<file path="config.mk">
export PLATFORM = sky130hd
export DESIGN_NAME = uart_rx_packer
export DESIGN_NICKNAME = d
export VERILOG_FILES = /design/src/rtl/uart_rx_packer.sv
export SDC_FILE = /design/constraint.sdc
export NUM_CORES = 1
export LEC_CHECK = 0
export CAP_MARGIN = 20
export CORE_AREA = 4 4 93 95
export CTS_CLUSTER_DIAMETER = 120
export DETAILED_ROUTE_END_ITERATION = 6
export DIE_AREA = 0 0 97 99
export HOLD_SLACK_MARGIN = 0.12
export SETUP_SLACK_MARGIN = 0.5
export SLEW_MARGIN = 30
export SYNTH_ARGS = -nofsm -noshare
export SYNTH_HDL_FRONTEND = slang
export SYNTH_SLANG_ARGS = --single-unit
</file>
<file path="constraint.sdc">
create_clock -name clk -period 1.7 [get_ports clk]
set_input_delay 0.425 -clock clk [delete_from_list [all_inputs] [get_ports clk]]
set_output_delay 0.425 -clock clk [all_outputs]
set_load 0.005 [all_outputs]
</file>
<file path="src/rtl/uart_rx_packer.sv">
`default_nettype none
// +----------------------------------------------------------------------------+
// | Module   : uart_rx_packer                                                  |
// | Purpose  : Packs WORD_BYTES consecutive UART bytes (little-endian) into    |
// |            one word and offers it through a one-entry valid/ready output   |
// |            register. Reports dropped words (overflow) and, optionally,     |
// |            abandoned partial words (inter-byte timeout).                   |
// |                                                                            |
// | Ports    : clk        in   system clock, rising edge                        |
// |            reset      in   asynchronous reset, active low                  |
// |            rx_data    in   received byte, qualified by rx_ready            |
// |            rx_ready   in   one-cycle strobe per received byte              |
// |            word_data  out  assembled word, first byte in [7:0]             |
// |            word_valid out  word_data holds an unconsumed word              |
// |            word_ready in   consumer accepts when word_valid & word_ready   |
// |            byte_count out  bytes held in the current partial word          |
// |            overflow   out  one-cycle pulse, a completed word was dropped   |
// |            timeout    out  one-cycle pulse, a partial word was discarded   |
// |            busy       out  a partial word is being assembled               |
// |                                                                            |
// | Macro    : UART_RX_PACKER_TIMEOUT_EN enables the inter-byte timeout.       |
// |            Without it no counter exists and timeout is tied low.           |
// |                                                                            |
// | Revision : 1.0  initial release                                            |
// +----------------------------------------------------------------------------+
module uart_rx_packer #(
   parameter int WORD_BYTES     = 4,
   parameter int TIMEOUT_CYCLES = 100000
) (
   input  logic                    clk,
   input  logic                    reset,
   input  logic [7:0]              rx_data,
   input  logic                    rx_ready,
   output logic [8*WORD_BYTES-1:0] word_data,
   output logic                    word_valid,
   input  logic                    word_ready,
   output logic [3:0]              byte_count,
   output logic                    overflow,
   output logic                    timeout,
   output logic                    busy
);

   // Elaboration-time parameter sanity checks.
   generate
      if (WORD_BYTES < 1 || WORD_BYTES > 8) begin : g_bad_word_bytes
         $error("uart_rx_packer: WORD_BYTES must be in 1..8");
      end
      if (TIMEOUT_CYCLES < 2) begin : g_bad_timeout_cycles
         $error("uart_rx_packer: TIMEOUT_CYCLES must be >= 2");
      end
   endgenerate

   localparam logic [0:0] S_IDLE    = 1'b0;
   localparam logic [0:0] S_COLLECT = 1'b1;
   localparam logic [3:0] LAST_LANE = 4'(WORD_BYTES - 1);

   logic [0:0]              state_q, state_d;
   logic [3:0]              byte_count_q, byte_count_d;
   logic [8*WORD_BYTES-1:0] asm_q, asm_d;
   logic [8*WORD_BYTES-1:0] word_data_q, word_data_d;
   logic                    word_valid_q, word_valid_d;
   logic                    overflow_q, overflow_d;

   logic last_byte;   // the byte on rx_data (if any) completes a word
   logic complete;    // a word completes this cycle
   logic load_word;   // the completed word moves into the output register
   logic expire;      // partial word abandoned this cycle

   assign last_byte = (byte_count_q == LAST_LANE);
   assign complete  = rx_ready & last_byte;
   // The output register is free if empty or being drained this same cycle.
   assign load_word = complete & (~word_valid_q | word_ready);

   // ---------------------------------------------------------------------
   // Optional inter-byte timeout
   // ---------------------------------------------------------------------
`ifdef UART_RX_PACKER_TIMEOUT_EN
   localparam int CNT_W = (TIMEOUT_CYCLES > 2) ? $clog2(TIMEOUT_CYCLES) : 1;

   logic [CNT_W-1:0] tmo_cnt_q, tmo_cnt_d;
   logic             timeout_q, timeout_d;

   // Counts silent cycles while collecting; an incoming byte always wins
   // over expiry, and the count sits at zero whenever no word is open.
   always_comb begin
      tmo_cnt_d = '0;
      expire    = 1'b0;
      if (state_q == S_COLLECT && !rx_ready) begin
         if (tmo_cnt_q == CNT_W'(TIMEOUT_CYCLES - 1)) begin
            expire = 1'b1;
         end else begin
            tmo_cnt_d = tmo_cnt_q + 1'b1;
         end
      end
      timeout_d = expire;
   end

   always_ff @(posedge clk or negedge reset) begin
      if (!reset) begin
         tmo_cnt_q <= '0;
         timeout_q <= 1'b0;
      end else begin
         tmo_cnt_q <= tmo_cnt_d;
         timeout_q <= timeout_d;
      end
   end
`else
   assign expire = 1'b0;
`endif

   // ---------------------------------------------------------------------
   // State register
   // ---------------------------------------------------------------------
   always_ff @(posedge clk or negedge reset) begin
      if (!reset) begin
         state_q      <= S_IDLE;
         byte_count_q <= '0;
         asm_q        <= '0;
         word_data_q  <= '0;
         word_valid_q <= 1'b0;
         overflow_q   <= 1'b0;
      end else begin
         state_q      <= state_d;
         byte_count_q <= byte_count_d;
         asm_q        <= asm_d;
         word_data_q  <= word_data_d;
         word_valid_q <= word_valid_d;
         overflow_q   <= overflow_d;
      end
   end

   // ---------------------------------------------------------------------
   // Next-state logic
   // ---------------------------------------------------------------------
   always_comb begin
      state_d      = state_q;
      byte_count_d = byte_count_q;

      if (rx_ready) begin
         if (last_byte) begin
            state_d      = S_IDLE;
            byte_count_d = '0;
         end else begin
            state_d      = S_COLLECT;
            byte_count_d = byte_count_q + 4'd1;
         end
      end else if (expire) begin
         state_d      = S_IDLE;
         byte_count_d = '0;
      end

      // Write the incoming byte into its lane. On completion asm_d is the
      // full word, including the byte arriving this cycle.
      asm_d = asm_q;
      for (int i = 0; i < WORD_BYTES; i++) begin
         if (rx_ready && byte_count_q == 4'(i)) begin
            asm_d[8*i +: 8] = rx_data;
         end
      end

      word_data_d  = load_word ? asm_d : word_data_q;
      if (load_word) begin
         word_valid_d = 1'b1;
      end else if (word_valid_q && word_ready) begin
         word_valid_d = 1'b0;
      end else begin
         word_valid_d = word_valid_q;
      end

      overflow_d = complete & word_valid_q & ~word_ready;
   end

   // ---------------------------------------------------------------------
   // Output logic
   // ---------------------------------------------------------------------
   always_comb begin
      word_data  = word_data_q;
      word_valid = word_valid_q;
      byte_count = byte_count_q;
      overflow   = overflow_q;
      busy       = (state_q == S_COLLECT);
`ifdef UART_RX_PACKER_TIMEOUT_EN
      timeout    = timeout_q;
`else
      timeout    = 1'b0;
`endif
   end

endmodule
`default_nettype wire

</file>
Word-level counts from Yosys, hierarchy flattened
Index checks and enable logic that the tools add are counted. W data, S select, Z words.

Logic and storage cells: 32. Output and inout bits: 40. Input port bits: 12. Bits in registers: 71.

Mux-type cells: 8. Bitwise logic cells: 7. Eq/ne operators: 3. Add/subtract/negate cells: 1. Reduce and logical (&&, ||, !) cells: 7.

Operator list (count): $mux W8 (4); $eq A4 B2 Y1 const B (2); $logic_and A1 B1 Y1 (5); $add A4 B1 Y4 const B (1); $and A1 B1 Y1 (4); $eq A4 B1 Y1 const B (1); $logic_not A4 Y1 (1); $mux W4 (1); $mux W1 (3); $not A1 Y1 (2); $reduce_bool A2 Y1 (1); $or A1 B1 Y1 (1).

Logic depth before layout (Yosys ltp)
Depth after elaboration: 4. Depth in mapped cells: 6. Mapped depth without buffers: 5.

Worst setup path before layout
Ideal clock, no wire load.

Path kind: reg-to-reg. Start point: register byte_count_q[0] (netlist: byte_count[0]). End point: register word_data_q[16] (netlist: word_data[16]). Data required time: 1575 ps. Path buffers: 1. Arrival: 1563 ps. Clock period less this slack: 1689 ps. Library setup time: 125 ps. Cell stages (with the launch flop): 7. Slack: 11 ps. Path through: dfrtp_1 inv_1 ha_1 and4bb_1 buf_6 mux2_4 mux2_4.

Cells in the longest elaborated chain, start to end: 3. Elaborated cells on any way between the ends: 6. Those cells by class: eq/ne: 2; mux: 1; bitwise: 2; reduce/logical: 1.

RTL lines: start, declared (line 58) `logic [3:0] byte_count_q, byte_count_d;`; start signal, assigned (line 124) `byte_count_q <= byte_count_d;`; $eq A4 B2 Y1 (line 156) `if (rx_ready && byte_count_q == 4'(i)) begin`; $logic_and A1 B1 Y1 (line 156); $mux W8 (line 156); net asm_d[16] (line 59) `logic [8*WORD_BYTES-1:0] asm_q, asm_d;`; end signal, assigned (line 126) `word_data_q <= word_data_d;`; end, declared (line 60) `logic [8*WORD_BYTES-1:0] word_data_q, word_data_d;`.

The timed path passes the listed nets, and every way through them passes these cells. A chain may end at the register's enable or synchronous reset.

Worst setup path after layout
Start point: register byte_count_q[1] (netlist: byte_count[1]). End point: register word_data_q[7] (netlist: word_data[7]).

Cells in the longest elaborated chain, start to end: 3. Elaborated cells on any way between the ends: 6. Those cells by class: eq/ne: 1; mux: 1; bitwise: 2; reduce/logical: 2.

RTL lines (line): $logic_not A4 Y1 (156); $logic_and A1 B1 Y1 (156); $mux W8 (156); net asm_d[7] (59).

The timed path passes the listed nets, and every way through them passes these cells.

==> results_dict.tcl <==
set metrics [dict create \
    vias 1621 \
    fin_nets 286 \
    maxCapViolations 0 \
    yosysTopAreaCellShare_pct 58.2 \
    synth_enable_flop_cells 0 \
    yosysWarnings 0 \
    path_class "register to register" \
    worstSetupStartpointType "register" \
    grt_overflow 0 \
    antenna_cells 0 \
    io_buffers 50 \
    async_flop_share_pct 100 \
    cts-buffers-inserted 9 \
    avgSynthCellArea_um2 17.4 \
    power_density_nw_per_um2 1860 \
    setup_slack_ns -0.0555 \
    post-route-drc-count 0 \
    ys.flop_type "dfrtp_1" \
    ios 52 \
    status "finished, violations left" \
    min_path_type "register to register" \
    dr.pass1.iters 4 \
    fin_crit_sh_pct 103 \
    yosys.area_share.simple_pct 4.20 \
    ant_nets 0 \
    yosysSeqAreaShare_pct 58.2 \
    synth_compound_area_share_pct 0.370 \
    finalHoldViolCount 0 \
    synth_area_leaders "dfrtp_1 (58%), mux2_4 (30%), buf_6 (2.9%)" \
    p_leak_uw 0.00192 \
    max_stage_delay_ns 0.42 \
    synthXorXnorAreaFrac_pct 0.647 \
    antenna_found_initial 0 \
    total_power_uw 7310 \
    rows 32 \
    synth_cells 156 \
    grt_usage_pct 12.7 \
    max-vdd-ir-drop_mv 0.860 \
    dieHeight_um 99 \
    fill_cells 658 \
    synth_common_cells "dfrtp_1 (63), mux2_4 (54), buf_6 (7)" \
    dp_cells 316 \
    die_w_um 97 \
    critPathCaptureType "register" \
    core_region_area_um2 7730 \
    via_per_inst 4.30 \
    layout_min_cycle_time_ns 1.76 \
    synth_top_family_by_area "multiplexers" \
    synth.area.mux_share_pct 30.8 \
    rsz0062_at_grt "yes" \
    final_cells 377 \
    start_util_pct 35.1 \
    arrival_ns 1.97 \
    synth_fa_ha_area_share_pct 1.85 \
    cp_common_cell "mux2_4" \
    syn_nets 172 \
    gp_congestion 0.705 \
    synth.largest_area_cell "dfrtp_1" \
    yosysMostFrequentCell "dfrtp_1" \
    path_clk_slew_ns 0.07 \
    cp_cell_sequence "inv_2 -> ha_1 -> and4bb_1 -> buf_6 -> mux2_4 -> mux2_4" \
    register_area_um2 1580 \
    grt_pass1_vias 1828 \
    place_hpwl_um 3480 \
    cts_sinks 63 \
    netlist_area_um2 2710 \
    insertion_delay_ns 0.34 \
    die_area_um2 9600 \
    fin_worst_skew_ns 0.00813 \
    multi_input_area_um2 1040 \
    slew_violations 0 \
    wirelength_um 5670 \
    grt_first_pass_wirelength_um 9500 \
    critical_path_required_ns 1.92 \
    cts_tree "yes" \
    slowest_stage "dfrtp_1" \
    syn_to_final_growth_pct 45.3 \
    cts_root_buffer "clkbuf_8" \
    avgRoutedWirePerCell_um 15.0 \
    finalSetupViolCount 17 \
    finalSetupTns_ns -0.651 \
    ys_types 20 \
    crit_fanout 4 \
    whs_ns 0.496 \
    drtIter0Drc 26 \
    final_core_util_pct 50.9 \
    ys_ff_latch 63 \
    clk_path_buf_depth 2 \
    drive_above_1_share_pct 65.5 \
    grt_max_degree 28 \
    ctsHtreeMaxLevel 3 \
    violations "negative setup slack" \
    fmax_mhz 570 \
]
## area by class of cell
type,count,area share [%]
Clock buffer,11,3.85
Timing Repair Buffer,113,24.1
Tap cell,102,3.24
Sequential cell,63,40.1
Inverter,2,0.191
Multi-Input combinational cell,81,26.5
Clock inverter,5,2.03
## state kept, by name (all words and copies together), names as in the netlist
signal and cells:
overflow 1, busy 1, word_data 32, word_valid 1, byte_count 4, asm_q 24
## cells in the final DEF (no fill, tap or decap), types with 2 or more instances in the layout
| master | instances |
|---|---|
| and4bb_1 | 4 |
| buf_12 | 7 |
| buf_2 | 35 |
| buf_4 | 41 |
| buf_6 | 14 |
| bufinv_16 | 2 |
| clkbuf_2 | 2 |
| clkbuf_8 | 11 |
| clkdlybuf4s50_1 | 9 |
| clkinvlp_4 | 2 |
| dfrtp_1 | 62 |
| ha_1 | 3 |
| inv_2 | 2 |
| mux2_4 | 55 |
| nand2_1 | 3 |
| nand2b_1 | 2 |
| nor2_1 | 3 |
| xnor2_1 | 2 |
## timing repair
item,in CTS,in global routing
resized for setup,162,17
pin swaps,1,2
hold buffers,1,0
hold endpoints to repair,17,0
gates cloned,1,0
setup buffers,34,9
setup endpoints to repair,97,125
## stage by stage
stage / setup slack [ns] / area (um2)
after detailed placement: -0.400 / 3450
after global placement: -0.399 / 3450
final: -0.0555 / 3940
after floorplan: 0.0114 / 2710
after global routing: -0.129 / 3940
after CTS: -0.0656 / 3830
## cell families (layout without fill, tap and decap cells)
kind of cell / Yosys count / count (layout)
flops: 63 / 63
mux: 56 / 56
simple gates: 16 / 16
buf+inv: 12 / 131
fa+ha+maj: 4 / 4
compound gates: 2 / 2
xor+xnor: 2 / 2
other cells: 1 / 1
## worst max-delay path, delay by kind of cell (launching register included)
family | cells | cell delay [ns]
multiplexers | 2 | 0.57
AND/OR/NAND/NOR | 1 | 0.26
buffers and inverters | 2 | 0.24
adder cells (fa/ha/maj) | 1 | 0.14
flip-flops | 1 | 0.42
## layer usage
metal,global-route usage (%),vias to the layer above,part of all wire [%]
met4,4.54,0,0.99
met1,16.4,814,47
met5,0,-,0
met2,19.4,40,47
li1,-,761,-
met3,5.17,6,5.5
## worst paths after layout
check	slack [ns]	cells past startpoint	startpoint	end
max in group asynchronous	0.72	3	reset	word_data[26]
worst min register to register	0.50	1	asm_q[14]	asm_q[14]
min in group asynchronous	0.53	2	reset	word_data[4]
worst min-delay path	0.50	1	asm_q[14]	asm_q[14]
worst max register to register	-0.06	6	byte_count[1]	word_data[7]
worst max-delay path	-0.06	6	byte_count[1]	word_data[7]
## where the power goes
group | switching, uW | internal (uW)
Clock | 572 | 902
Sequential | 325 | 2230
Combinational | 1040 | 2250
No activity file was read; power rests on OpenSTA's default activity.
